**config.mk**
```make
export PLATFORM = sky130hd
export DESIGN_NAME = iter_squarer
export DESIGN_NICKNAME = d
export VERILOG_FILES = /design/src/rtl/iter_squarer.sv
export SDC_FILE = /design/constraint.sdc
export NUM_CORES = 1
export LEC_CHECK = 0
export CELL_PAD_IN_SITES_DETAIL_PLACEMENT = 1
export CELL_PAD_IN_SITES_GLOBAL_PLACEMENT = 2
export CORE_UTILIZATION = 37
export CTS_CLUSTER_SIZE = 8
export DETAILED_ROUTE_END_ITERATION = 10
export PLACE_DENSITY = 0.76
export RECOVER_POWER = 25
export SLEW_MARGIN = 10
export SYNTH_ARGS = -nofsm -noshare
export SYNTH_HDL_FRONTEND = slang
export SYNTH_SLANG_ARGS = --single-unit
```
**constraint.sdc**
```tcl
create_clock -name clock -period 11.71 [get_ports clock]
set_clock_uncertainty 0.2 [all_clocks]
set_input_delay 2.342 -clock clock [delete_from_list [all_inputs] [get_ports clock]]
set_output_delay 2.342 -clock clock [all_outputs]
set_load 0.02 [all_outputs]
```
**src/rtl/iter_squarer.sv**
```systemverilog
// ---------------------------------------------------------------------------
// iter_squarer
//   Sequential unsigned squarer built on a shift-add datapath. It consumes
//   STEP multiplier bits per busy cycle, so a WIDTH-bit square takes
//   WIDTH/STEP cycles. Its handshake matches the integer square-root unit.
//
// Parameters
//   WIDTH  operand width in bits. The result is 2*WIDTH bits.
//   STEP   multiplier bits consumed per cycle (1, 2 or 4). It must divide WIDTH.
//
// Ports
//   clock   rising-edge clock
//   reset   asynchronous, active-high reset
//   start   request; accepted in IDLE or DONE
//   value   operand, captured on the accepting edge
//   busy    high while a computation is running
//   done    high while result holds a valid square
//   result  value*value. The previous result stays visible while busy.
//
// Optional build macro
//   ISQ_EARLY_EXIT_EN  finishes as soon as the remaining multiplier bits are
//                      all zero. The results are identical; only the latency
//                      changes.
// ---------------------------------------------------------------------------
module iter_squarer #(
  parameter int WIDTH = 32,
  parameter int STEP  = 1
) (
  input  logic               clock,
  input  logic               reset,
  input  logic               start,
  input  logic [WIDTH-1:0]   value,
  output logic               busy,
  output logic               done,
  output logic [2*WIDTH-1:0] result
);

  localparam int NCHUNK = WIDTH / STEP;
  localparam int CW     = $clog2(NCHUNK + 1);

  typedef enum logic [1:0] {
    S_IDLE,
    S_BUSY,
    S_DONE
  } state_t;

  state_t             state_q, state_d;
  // mcand is kept pre-shifted by the number of bits consumed so far. The
  // partial product therefore needs no variable shifter.
  logic [2*WIDTH-1:0] mcand_q, mcand_d;
  logic [WIDTH-1:0]   mplier_q, mplier_d;
  logic [2*WIDTH-1:0] acc_q, acc_d;
  logic [2*WIDTH-1:0] result_q, result_d;
  logic [CW-1:0]      cnt_q, cnt_d;

  logic [2*WIDTH-1:0] partial;
  logic [2*WIDTH-1:0] acc_sum;
  logic [WIDTH-1:0]   mplier_shr;
  logic               last_chunk;

  always_comb begin
    partial    = mcand_q * {{(2*WIDTH-STEP){1'b0}}, mplier_q[STEP-1:0]};
    acc_sum    = acc_q + partial;
    mplier_shr = mplier_q >> STEP;
`ifdef ISQ_EARLY_EXIT_EN
    // Once no multiplier bits remain, every later chunk would add zero.
    last_chunk = (cnt_q == CW'(1)) || (mplier_shr == '0);
`else
    last_chunk = (cnt_q == CW'(1));
`endif
  end

  always_comb begin
    state_d  = state_q;
    mcand_d  = mcand_q;
    mplier_d = mplier_q;
    acc_d    = acc_q;
    result_d = result_q;
    cnt_d    = cnt_q;
    case (state_q)
      S_IDLE, S_DONE: begin
        if (start) begin
          mcand_d  = {{WIDTH{1'b0}}, value};
          mplier_d = value;
          acc_d    = '0;
          cnt_d    = CW'(NCHUNK);
          state_d  = S_BUSY;
        end
      end
      S_BUSY: begin
        acc_d    = acc_sum;
        mcand_d  = mcand_q << STEP;
        mplier_d = mplier_shr;
        cnt_d    = cnt_q - CW'(1);
        if (last_chunk) begin
          result_d = acc_sum;
          state_d  = S_DONE;
        end
      end
      default: state_d = S_IDLE;
    endcase
  end

  always_ff @(posedge clock or posedge reset) begin
    if (reset) begin
      state_q  <= S_IDLE;
      mcand_q  <= '0;
      mplier_q <= '0;
      acc_q    <= '0;
      result_q <= '0;
      cnt_q    <= '0;
    end else begin
      state_q  <= state_d;
      mcand_q  <= mcand_d;
      mplier_q <= mplier_d;
      acc_q    <= acc_d;
      result_q <= result_d;
      cnt_q    <= cnt_d;
    end
  end

  assign busy   = (state_q == S_BUSY);
  assign done   = (state_q == S_DONE);
  assign result = result_q;

endmodule

```
==> results.md, run 1 <==
* Synth warn at 0
* WL/cell at 18.9 µm
* Critical path required time at 11.90 ns
* Power density cells at 257 nW/µm²
* TritonCTS sink count at 232
* # Post-CTS Setup Buffers at 0
* Worst setup path class: reg -> reg
* M1 WL at 19,100 µm
* Post-CTS Hold Buffers at 0
* Commonest cells post-synth: nand2_1 (243), dfrtp_1 (232), a21oi_1 (145), o21ai_0 (107), and2_1 (96)
* R2R setup slack at 4.25 ns
* Most used cell, CP: clkbuf_1
* Clock slew seen by the registers of the worst setup and hold paths at 0.05 ns
* Slew HR at -223%
* Post-Route Setup TNS at 0 ns
* Largest net degree at the start of global routing at 107
* Worst skew pair latency at 0.52 ns
* Hold Crit Depth at 2
* Htree depth at 2
* Hold slack at 0.268 ns
* Period utilisation layout at 63.7%
* Die Y at 191 µm
* Final setup fails at 0
* Worst R2R End: result[57]
* Fmax at 134 MHz
* Post-layout power at 3.96 mW
* Setup ws final at 4.25 ns
* Fillers at 3,996
* Via Count at 10,700
* Post-Place Setup Slack at 6.34 ns
* Worst R2R Start: state_q[0]
* Gr usage total at 21.0%
* Diode count at 0
* CTS Root Cell: clkbuf_16
* Drt drc at 0
* Violated checks: capacitance limit, slew limit
* Area leader, netlist: dfrtp_1
* Gpl congestion at 0.804
* RSZ-0062 raised after global routing: no
* Status: finished, violations left
* Syn Std Cell Area at 13,200 µm²
* First-pass GRT wire length at 61,600 µm
* Final Non-Filler Cells at 1,955
* Chip width at 191 µm
* Top cells by area, synth: dfrtp_1 (44%), nand2_1 (6.9%), ha_1 (6.2%)
* Max cap viols at 5
* Post_cts resized at 0
* EDFF count, synth at 0
* Routed WL at 37,000 µm
* Synth unique cells at 73
* Placed Cells at 1,913
* Crit path cell chain: nand2b_1 -> buf_4 -> clkinvlp_2 -> clkbuf_1 -> nand2_2 -> clkbuf_1 -> o21ai_0 -> a211o_1
* WL met3 at 1080 µm
* Sequential-to-total area share from yosys stat at 44.1%
* Post-DP HPWL at 25,800 µm
* Final Cell Area at 15,400 µm²
* Finished Core Util at 44.4%
* Syn-to-layout area delta at 17.1%
* Yosys reg bits at 232
* Clock period minus worst slack at 7.46 ns
* CP Launch Type: flop
* Pleak at 7.18 nW
* FFs w/ async S/R, synth at 100%
* Crit path max fanout at 85
* Cts bufs inserted at 35
* HP Class: reg -> reg
* Row Count at 68
* Peak per-stage delay on the critical path at 2.29 ns
* Avg Cell Area, Syn at 9.15 µm²
* WP data arrival at 7.65 ns
* Grt ovf at 0
* Total core area at 34,800 µm²
* Die Area at 36,400 µm²
* Vias per std cell at 5.46
* Initial Util at 37.9%
* R2R depth at 8
* TritonCTS clock tree: yes
* IO Port Bufs at 100
* Ports at 101
* WL met2 at 16,200 µm
* Count leader, synth: nand2_1
* Syn_nets at 1,541
* Layout cell share with drive strength beyond 1 at 6.40%
* Hold endpoint: result[42]
* Max-slew violation count at 371
* Vias in the first global route at 11,300
* Mapped Cells at 1,440
* Nets at 1,596
* Initial antenna violation count at 0
* Post-placement cell area at 14,500 µm²
* Slew @ Worst Pin at 4.82 ns
* Drt initial violations at 602
* Main synth FF type: dfrtp_1
* Crit end category: flop
* Pre-antenna DRT Iters at 6
* Top Layer Used: met4
* Final hold violations at 0
* VDD IR max at 130 µV
* Sequential standard cell area at 5810 µm²
* Antenna-violating nets left at 0
* Multi-input logic area at 6930 µm²
* Hold Path Origin: result[42]
* Top cell type's share of synthesized area at 44.1%
* Crit-path slowest cell: clkbuf_1
* Clk buf depth at 3
[area by class of cell]
| class | instances | share of cell area, % |
|---|---|---|
| multi-input combinational | 1088 | 44.9 |
| sequential | 232 | 37.6 |
| timing repair buffer | 112 | 6.99 |
| clock buffer | 38 | 5.81 |
| tap | 455 | 3.69 |
| inverter | 26 | 0.648 |
| clock inverter | 4 | 0.365 |
[registers in the layout (all words and copies together), names as in the netlist]
register / count
acc_q: 64
mcand_q: 64
result: 64
mplier_q: 32
cnt_q: 6
state_q: 2
[logic make-up (layout without fill, tap and decap cells)]
family	count (synthesis)	count (layout)	synth area share [%]
AOI/OAI and AO/OA	463	463	23.3
buffers and inverters	120	180	3.49
xor gates and xnor gates	56	56	3.72
adders and majority gates	66	66	6.32
DFF	232	232	44.1
muxes	18	18	1.53
and+or+nand+nor	485	485	17.6
[worst max path at each step]
stage | start | end | slack (ns) | cells after the start
5_1_grt | state_q[0] | result[57] | 3.42 | 8
3_5_place_dp | start | acc_q[62] | 6.34 | 8
4_1_cts | start | acc_q[62] | 6.87 | 8
3_3_place_gp | start | acc_q[62] | 6.45 | 8
6_report | state_q[0] | result[57] | 4.25 | 8
2_1_floorplan | reset | acc_q[0] | 2.81 | 1
[placed cells by master (no fill, tap or decap), types with 35 or more instances in the layout]
cell / n
a21oi_1: 145
nand2_1: 242
nor2_1: 38
clkdlybuf4s50_1: 98
a22o_1: 91
ha_1: 65
and2_1: 96
dfrtp_1: 232
o21ai_0: 107
clkbuf_16: 35
[power breakdown]
| part | leakage [nW] | switching [mW] | total (mW) | internal, mW |
|---|---|---|---|---|
| logic | 3.67 | 1.01 | 1.69 | 0.687 |
| registers | 3.04 | 0.224 | 1.35 | 1.13 |
| clock network | 0.469 | 0.359 | 0.918 | 0.559 |
| total | 7.18 | 1.59 | 3.96 | 2.37 |
[routing by layer]
layer  track usage, %  vias up
li1                 -     5226
met1             30.7     5251
met2             32.6      154
met3             2.67       52
met4             5.38        0
met5                0        -
[critical path, delay by kind of cell (launching register included)]
family	cells	cell delay, ns
flops	1	0.42
compound gates	2	0.62
buf+inv	4	5.63
simple gates	2	0.45
(Power assumes the default switching activity.)
==> run 2, diff against run 1 <==
Clock period 11.71 ns to 7.39 ns, I/O delays scaled along.
==> results.md, run 2 (synthesis results as in run 1) <==
* Status: finished, violations left
* Violated checks: capacitance limit, slew limit
* Initial Util at 37.9%
* Drt initial violations at 612
* Commonest non-fill, non-tap cells in the layout: nand2_1 (242), dfrtp_1 (232), a21oi_1 (145)
* HP Class: reg -> reg
* Internal cell power at 3.72 mW
* Pleak at 7.17 nW
* Vias in the first global route at 11,400
* Placed Cells at 1,911
* Peak per-stage delay on the critical path at 2.36 ns
* Initial antenna violation count at 0
* Max-slew violation count at 125
* Hold endpoint: result[20]
* TritonCTS sink count at 232
* Worst setup path class: in -> async
* Row Count at 68
* Clock slew seen by the registers of the worst setup and hold paths at 0.05 ns
* Power density cells at 405 nW/µm²
* Post-DP HPWL at 26,000 µm
* Crit-path slowest cell: clkbuf_1
* Vias per std cell at 5.50
* First-pass GRT wire length at 62,500 µm
* Largest net degree at the start of global routing at 172
* Slew HR at -123%
* Via Count at 10,700
* Period utilisation layout at 66.9%
* Cts bufs inserted at 35
* Fmax at 202 MHz
* Die Area at 36,400 µm²
* Post-placement cell area at 14,500 µm²
* Post-Route Setup TNS at 0 ns
* Drt drc at 0
* Pre-antenna DRT Iters at 4
* Diode count at 0
* Total core area at 34,800 µm²
* # Post-CTS Setup Buffers at 0
* Die Y at 191 µm
* Chip width at 191 µm
* TritonCTS clock tree: yes
* Post-CTS Hold Buffers at 0
* Layout cell share with drive strength beyond 1 at 6.34%
* Antenna-violating nets left at 0
* R2R depth at 11
* Crit end category: async pin
* Final Non-Filler Cells at 1,954
* Worst skew pair latency at 0.51 ns
* Hold Crit Depth at 2
* Comb pwr share at 43.1%
* Clk buf depth at 3
* WL/cell at 19.2 µm
* R2R setup slack at 2.70 ns
* Slew @ Worst Pin at 3.35 ns
* Nets at 1,594
* Gpl congestion at 0.812
* Hold Path Origin: result[20]
* Worst R2R End: result[53]
* Post_cts resized at 0
* Final Cell Area at 15,400 µm²
* Most common cell after layout, fill and taps aside: nand2_1
* Critical path required time at 7.04 ns
* Clock period minus worst slack at 4.95 ns
* WP data arrival at 4.59 ns
* Routed WL at 37,500 µm
* CTS Root Cell: clkbuf_16
* RSZ-0062 raised after global routing: no
* Syn-to-layout area delta at 17.0%
* Flop pwr share at 34.4%
* Crit path max fanout at 61
* IO Port Bufs at 100
* Final hold violations at 0
* Worst R2R Start: mplier_q[0]
* VDD IR max at 184 µV
* Switch Pwr at 2.53 mW
* Ports at 101
* Final setup fails at 0
* Gr usage total at 21.3%
* Grt ovf at 0
* Sw Ratio at 40.5%
* Htree depth at 2
* Clock network power share at 22.5%
* CP Launch Type: input pin
* Crit path cell chain: dlygate4sd3_1 -> clkinvlp_2 -> clkbuf_1
* Max cap viols at 2
-- run 2: cell types whose count changed in the layout (fill, tap and decap cells not counted), sizes merged --
cell,previous run,this run
buf,9,8
bufinv,1,0
clkinv,0,1
clkinvlp,2,1
inv,27,28
-- run 2: worst max path at each step --
| stage | start | to | cells after the start |
|---|---|---|---|
| 2_1_floorplan | reset | acc_q[0] | 1 |
| 3_3_place_gp | mplier_q[0] | result[53] | 11 |
| 3_5_place_dp | mplier_q[0] | result[53] | 11 |
| 4_1_cts | mplier_q[0] | result[53] | 11 |
| 5_1_grt | reset | acc_q[3] | 3 |
| 6_report | reset | mplier_q[7] | 3 |
-- run 2: critical path: cells and delay by family --
family | cells | cell delay (ns)
buf+inv | 3 | 3.03
-- run 2: power groups by stage --
stage                     combinational, mW  clock [mW]  sequential [mW]
after floorplan                        1.76           0             2.19
after global placement                 2.64           0             2.16
after detailed placement               2.70           0             2.16
after CTS                              2.71        1.46             2.15
after global routing                   3.00        1.50             2.22
final                                  2.69        1.41             2.15
-- run 2: stage by stage --
stage                     total power, mW  setup slack, ns  util [%]  hold slack, ns
after floorplan                      3.96             2.68         -           0.250
after global placement               4.79             2.84      41.7           0.259
after detailed placement             4.86             2.69      41.7           0.262
after CTS                            6.33             2.68      44.3           0.278
after global routing                 6.72             1.71      44.3           0.301
final                                6.25             2.44      44.3           0.271
-- run 2: per-layer routing --
metal / track usage [%] / wire length [µm] / vias up
li1: - / - / 5215
met1: 32.2 / 19600 / 5364
met2: 32.3 / 16400 / 128
met3: 2.45 / 891 / 37
met4: 4.65 / 611 / 0
met5: 0 / 0 / -
-- run 2: area by class of cell --
type	count	area, µm²
fillers	3941	19400
clock inverters	4	31.3
flip-flops and latches	232	5810
multi-input cells	1088	6930
clock buffers	39	901
well taps	455	569
inverters	26	104
repair buffers	110	1080
